--- src/rtl/keypad_pkg.sv ---
// Shared constants, scan FSM states and key indexing for the keypad scanner.
// Imported by keypad_debounce and keypad_scan_debounce.
package keypad_pkg;

  localparam int ROWS = 4;
  localparam int COLS = 4;
  localparam int KEYS = ROWS * COLS;
  localparam int RW   = $clog2(ROWS);
  localparam int KW   = $clog2(KEYS);

  typedef enum logic {
    S_SCAN,
    S_FRAME
  } scan_state_t;

  // Bit position of the key at row r, column c.
  function automatic int key_idx(
    input int r,
    input int c
  );
    return r * COLS + c;
  endfunction

endpackage

--- src/rtl/keypad_debounce.sv ---
// Frame assembly, frame-to-frame debounce, commit and press-pulse encode.
// Ports:
//   clk, rst       : clock, sync active-high reset
//   cap_en         : store cap_bits as row cap_row of the frame
//   cap_row        : row being captured
//   cap_bits       : active-high column bits for that row
//   frame_end      : one-cycle strobe, the frame is complete
//   key_state      : debounced key levels
//   key_pulse      : one-cycle mask of newly pressed keys
//   key_any        : any bit of key_pulse set
//   key_code       : index of lowest set key_pulse bit, 0 when none
module keypad_debounce
  import keypad_pkg::*;
#(
  parameter int DEBOUNCE_FRAMES = 4
) (
  input  logic            clk,
  input  logic            rst,
  input  logic            cap_en,
  input  logic [RW-1:0]   cap_row,
  input  logic [COLS-1:0] cap_bits,
  input  logic            frame_end,
  output logic [KEYS-1:0] key_state,
  output logic [KEYS-1:0] key_pulse,
  output logic            key_any,
  output logic [KW-1:0]   key_code
);

  localparam int CW =
    (DEBOUNCE_FRAMES > 1) ? $clog2(DEBOUNCE_FRAMES) : 1;
  localparam logic [CW-1:0] CNT_MAX =
    CW'(DEBOUNCE_FRAMES - 1);

  logic [KEYS-1:0] frame;
  logic [KEYS-1:0] prev_frame;
  logic [CW-1:0]   stable_cnt;
  logic [CW-1:0]   cnt_nxt;
  logic            commit;

  // Counter saturates, so a long hold never wraps
  // back below the commit threshold.
  always_comb begin
    cnt_nxt = '0;
    if (frame == prev_frame) begin
      if (stable_cnt == CNT_MAX)
        cnt_nxt = CNT_MAX;
      else
        cnt_nxt = stable_cnt + CW'(1);
    end
    commit = frame_end && (cnt_nxt == CNT_MAX);
  end

  always_ff @(posedge clk) begin
    if (rst) begin
      frame      <= '0;
      prev_frame <= '0;
      stable_cnt <= '0;
      key_state  <= '0;
      key_pulse  <= '0;
    end else begin
      key_pulse <= '0;
      for (int r = 0; r < ROWS; r++) begin
        if (cap_en && cap_row == RW'(r))
          frame[key_idx(r, 0) +: COLS] <= cap_bits;
      end
      if (frame_end) begin
        stable_cnt <= cnt_nxt;
        prev_frame <= frame;
        // Re-commit on every stable frame; only
        // 0->1 transitions pulse, so holds are quiet.
        if (commit) begin
          key_state <= frame;
          key_pulse <= frame & ~key_state;
        end
      end
    end
  end

  assign key_any = |key_pulse;

  always_comb begin
    key_code = '0;
    for (int i = KEYS - 1; i >= 0; i--) begin
      if (key_pulse[i])
        key_code = KW'(i);
    end
  end

endmodule

--- src/rtl/keypad_scan_debounce.sv ---
// 4x4 matrix keypad scanner: row drive, column sync, debounced levels/pulses.
// Ports:
//   clk, rst  : clock, sync active-high reset
//   col       : active-low columns (async)
//   row       : active-low one-hot row drive, 4'b1111 idle
//   key_state : debounced levels, bit r*4+c
//   key_pulse : one-cycle mask of new presses
//   key_any   : |key_pulse
//   key_code  : lowest set key_pulse index, 0 when none
module keypad_scan_debounce
  import keypad_pkg::*;
#(
  parameter int SCAN_DIV        = 5000,
  parameter int DEBOUNCE_FRAMES = 4
) (
  input  logic            clk,
  input  logic            rst,
  input  logic [COLS-1:0] col,
  output logic [ROWS-1:0] row,
  output logic [KEYS-1:0] key_state,
  output logic [KEYS-1:0] key_pulse,
  output logic            key_any,
  output logic [KW-1:0]   key_code
);

  localparam int SW = $clog2(SCAN_DIV);
  localparam logic [SW-1:0] SLOT_LAST =
    SW'(SCAN_DIV - 1);
  localparam logic [RW-1:0] ROW_LAST =
    RW'(ROWS - 1);

  scan_state_t     state;
  scan_state_t     state_nxt;
  logic [SW-1:0]   slot_cnt;
  logic [RW-1:0]   r;
  logic [COLS-1:0] col_meta;
  logic [COLS-1:0] col_sync;
  logic [ROWS-1:0] row_drv;
  logic            slot_last;
  logic            cap_en;
  logic            frame_end;

  logic [KEYS-1:0] ks;
  logic [KEYS-1:0] kp;
  logic            kany;
  logic [KW-1:0]   kcode;

  // Idle (all-high) columns mean no key.
  always_ff @(posedge clk) begin
    if (rst) begin
      col_meta <= '1;
      col_sync <= '1;
    end else begin
      col_meta <= col;
      col_sync <= col_meta;
    end
  end

  assign slot_last = (slot_cnt == SLOT_LAST);

  always_ff @(posedge clk) begin
    if (rst)
      state <= S_SCAN;
    else
      state <= state_nxt;
  end

  always_comb begin
    state_nxt = state;
    cap_en    = 1'b0;
    frame_end = 1'b0;
    row_drv   = '1;
    case (state)
      S_SCAN: begin
        row_drv = ~(ROWS'(1) << r);
        if (slot_last) begin
          cap_en = 1'b1;
          if (r == ROW_LAST)
            state_nxt = S_FRAME;
        end
      end
      S_FRAME: begin
        frame_end = 1'b1;
        state_nxt = S_SCAN;
      end
      default: state_nxt = S_SCAN;
    endcase
  end

  always_ff @(posedge clk) begin
    if (rst) begin
      slot_cnt <= '0;
      r        <= '0;
    end else if (state == S_FRAME) begin
      slot_cnt <= '0;
      r        <= '0;
    end else if (slot_last) begin
      slot_cnt <= '0;
      r        <= r + RW'(1);
    end else begin
      slot_cnt <= slot_cnt + SW'(1);
    end
  end

  keypad_debounce #(
    .DEBOUNCE_FRAMES(DEBOUNCE_FRAMES)
  ) u_deb (
    .clk      (clk),
    .rst      (rst),
    .cap_en   (cap_en),
    .cap_row  (r),
    .cap_bits (~col_sync),
    .frame_end(frame_end),
    .key_state(ks),
    .key_pulse(kp),
    .key_any  (kany),
    .key_code (kcode)
  );

  // Reset is synchronous, so the registers only clear
  // at the next edge; mask outputs so the IRQ lines
  // and row pins are quiet for the whole reset cycle.
  assign row       = rst ? '1 : row_drv;
  assign key_state = rst ? '0 : ks;
  assign key_pulse = rst ? '0 : kp;
  assign key_any   = rst ? 1'b0 : kany;
  assign key_code  = rst ? '0 : kcode;

endmodule

--- config.mk ---
export PLATFORM = sky130hd
export DESIGN_NAME = keypad_scan_debounce
export DESIGN_NICKNAME = d
export VERILOG_FILES = /design/src/rtl/keypad_pkg.sv /design/src/rtl/keypad_debounce.sv /design/src/rtl/keypad_scan_debounce.sv
export SDC_FILE = /design/constraint.sdc
export NUM_CORES = 1
export LEC_CHECK = 0
export BUFFER_PORTS_ARGS = -buffer_cell sky130_fd_sc_hd__buf_2
export CAP_MARGIN = 0
export CORE_MARGIN = 2
export CORE_UTILIZATION = 30
export CTS_BUF_LIST = sky130_fd_sc_hd__clkbuf_8
export DETAILED_ROUTE_END_ITERATION = 8
export GPL_TIMING_DRIVEN = 0
export PLACE_DENSITY = 0.56
export SLEW_MARGIN = 40
export SYNTH_ARGS = -nofsm -noshare
export SYNTH_HDL_FRONTEND = slang
export SYNTH_SLANG_ARGS = --single-unit
export TNS_END_PERCENT = 50
--- constraint.sdc ---
create_clock -name clk -period 1.8 [get_ports clk]
set_clock_uncertainty 0.05 [all_clocks]
set_input_delay 0.09 -clock clk [delete_from_list [all_inputs] [get_ports clk]]
set_output_delay 0.09 -clock clk [all_outputs]
set_load 0.01 [all_outputs]
==> qor.yml <==
cp_max_fo: 5
clock-root-buffer: "clkbuf_8"
p_per_area_nw_per_um2: 674
ir_drop_mv: 0.376
initial_core_util_pct: 30.5
synth_cell_type_count: 35
clock_power_share_pct: 39.9
final_core_util_pct: 41.7
hold_violations: 0
grt_setup_unrepaired: "true"
synth-edff-count: 0
drive_above_1_share_pct: 39.6
status: "finished with violations"
syn_to_final_growth_pct: 36.6
num_io_pins: 47
timing.final.crit_share_pct: 110
maxCapViolCount: 0
placed_area_sq_um: 4300
routabilityCongestion: 0.786
h-tree-depth: 3
die_area_sq_um: 13700
synthCells: 413
fin_crit_ns: 1.99
drt.antenna.violating_nets: 0
p_leak_nw: 2.03
grt_start_max_net_pins: 16
postSynthAreaPerCell_sq_um: 9.25
crit_type: "flop to flop"
drtIter0Drc: 70
synth_area_leaders: "dfxtp_1 (47%), nor2_1 (5.4%), xor2_1 (4.8%), nor2b_1 (4.7%), mux2i_1 (4.5%)"
path_clk_slew_ns: 0.09
dp_hpwl_um: 6610
overflow: 0
finalMaxSlewViolations: 0
rows: 41
drc: 0
coreArea_sq_um: 12500
antenna_found_initial: 0
fin_cells: 665
cts_tree: "yes"
grt_pass1_vias: 3054
io_buffers: 46
avgRoutedWirePerCell_um: 15.0
synth_flop_cell: "dfxtp_1"
firstDrtPassIters: 7
fp.dieH_um: 117
grt_pass1_wl_um: 15400
place_inst: 631
async_flop_share_pct: 0
netlist.area_leader.share_pct: 47.2
grtUsageTotal_pct: 14.6
p_switching_w: 0.000809
syn_nets: 424
holdWs_ns: 0.161
synth_top_area_cell: "dfxtp_1"
wl_um: 9950
critPathCaptureType: "flop"
critPathRequiredTime_ns: 2.05
dieWidth_um: 117
tightest_slew_ns: 0.823
yosys_warnings: 0
violations: "setup timing"
nets: 499
switching_share_pct: 23.0
cts_sinks: 90
diodes: 0
pwr-share-comb_pct: 2.9
vias: 3127
power_frac_seq_pct: 57.1
design_area_sq_um: 5220
clock_latency_ns: 0.36
numCtsBuffers: 9
postLayoutSetupSlackWorst_ns: -0.188
reg2reg_from: "u_deb.prev_frame[8]"
setup_violations: 47
max-slew-margin-rel_pct: 45.1
crit_arrival_ns: 2.24
fmax_mhz: 503
seq_area_frac_synth_pct: 47.2
viasPerCell: 4.70
min-delay-start: "rst"
crit_path_start: "u_deb.prev_frame[8]"
ys_seq_elements: 90
syn_area_sq_um: 3820
start_kind: "flop"
clockBufferDepth: 2
hold_path.class: "primary input to flop"
cell_internal_pwr_w: 0.00271
cell families (layout without fill, tap and decap cells):
group	after synthesis	in the layout	share of synthesized area, %
and+or+nand+nor	157	157	22.4
DFF	90	90	47.2
AOI/OAI and AO/OA	64	64	11.8
buffers and inverters	52	132	6.16
xor gates and xnor gates	28	28	6.42
muxes	17	17	4.45
adders and majority gates	5	5	1.64
flip-flops by register name, summed over array words and instances (netlist names):
register          flops
u_deb.frame          16
col_meta              4
r                     2
u_deb.key_state      16
col_sync              4
slot_cnt             13
u_deb.key_pulse      16
u_deb.stable_cnt      2
state                 1
u_deb.prev_frame     16
layout by cell type (no fill, tap or decap), types with 8 or more instances in the layout:
master and instances:
mux2i_1 17, nor2_1 50, inv_1 25, clkbuf_1 9
dfxtp_1 72, buf_2 47, xor2_1 20, nor3_4 11
a211oi_1 11, dfxtp_2 15, clkbuf_8 11, or2_2 8
o21ai_2 13, nor2b_1 29, o41ai_2 14, buf_4 14
path summary, 6_finish.rpt:
path | endpoint | slack [ns] | depth (start not counted)
worst min-delay path | u_deb.key_pulse[0] | 0.16 | 4
worst max-delay path | u_deb.key_pulse[9] | -0.19 | 6
worst min register to register | col_sync[2] | 0.36 | 1
worst max register to register | u_deb.key_pulse[9] | -0.19 | 6
what timing repair did:
item                                   in CTS  in global routing
setup endpoints to repair                  75                 70
gates resized for setup                    77                 59
endpoints found under the hold margin       4                  0
pin swaps                                  34                 21
hold buffers                                4                  0
gates cloned                                1                  2
setup buffers                               8                 10
power groups by stage:
stage | combinational (W) | sequential (W) | clock, W
2_1_floorplan | 0.0000547 | 0.00206 | 0
3_3_place_gp | 0.0000841 | 0.00206 | 0
3_5_place_dp | 0.0000850 | 0.00206 | 0
4_1_cts | 0.0000946 | 0.00201 | 0.00145
5_1_grt | 0.000117 | 0.00201 | 0.00153
6_report | 0.000104 | 0.00201 | 0.00141
synth_stat cells (all sizes together) (3+ instances only):
cell type,number
a211oi,18
a21oi,6
and2,5
and3,5
buf,10
clkbuf,17
dfxtp,90
ha,5
inv,25
mux2i,17
nand2,7
nand3,7
nand4,3
nor2,55
nor2b,29
nor3,23
nor4,10
o21ai,17
o41ai,17
or2,8
xnor2,7
xor2,21
critical path: stages (launching register included):
cell	delay (ns)
dfxtp_2	0.35
xor2_2	0.17
nor4_2	0.30
nand4_1	0.21
or3_4	0.51
buf_12	0.17
nor3_4	0.16
final cells by class:
| class | count | area, sq um |
|---|---|---|
| tap | 172 | 215 |
| clock inverter | 6 | 66.3 |
| multi-input combinational | 271 | 2230 |
| fill | 1243 | 7300 |
| inverter | 25 | 93.8 |
| sequential | 90 | 1830 |
| buffer | 22 | 185 |
| clock buffer | 10 | 138 |
| timing repair buffer | 69 | 460 |
layer usage:
metal	GRT usage (%)	wire, um
met5	0	0
met4	4.47	131
met3	4.22	444
met2	24.7	4790
met1	18.1	4590
metrics by stage:
stage	setup WS, ns	TNS [ns]	power [W]
2_1_floorplan	-0.0448	-0.464	0.00211
3_3_place_gp	-0.389	-16.54	0.00214
3_5_place_dp	-0.406	-17.46	0.00215
4_1_cts	-0.172	-3.93	0.00356
5_1_grt	-0.325	-9.64	0.00366
6_report	-0.188	-3.45	0.00352
Note: power is estimated with default switching activity, not from simulation.
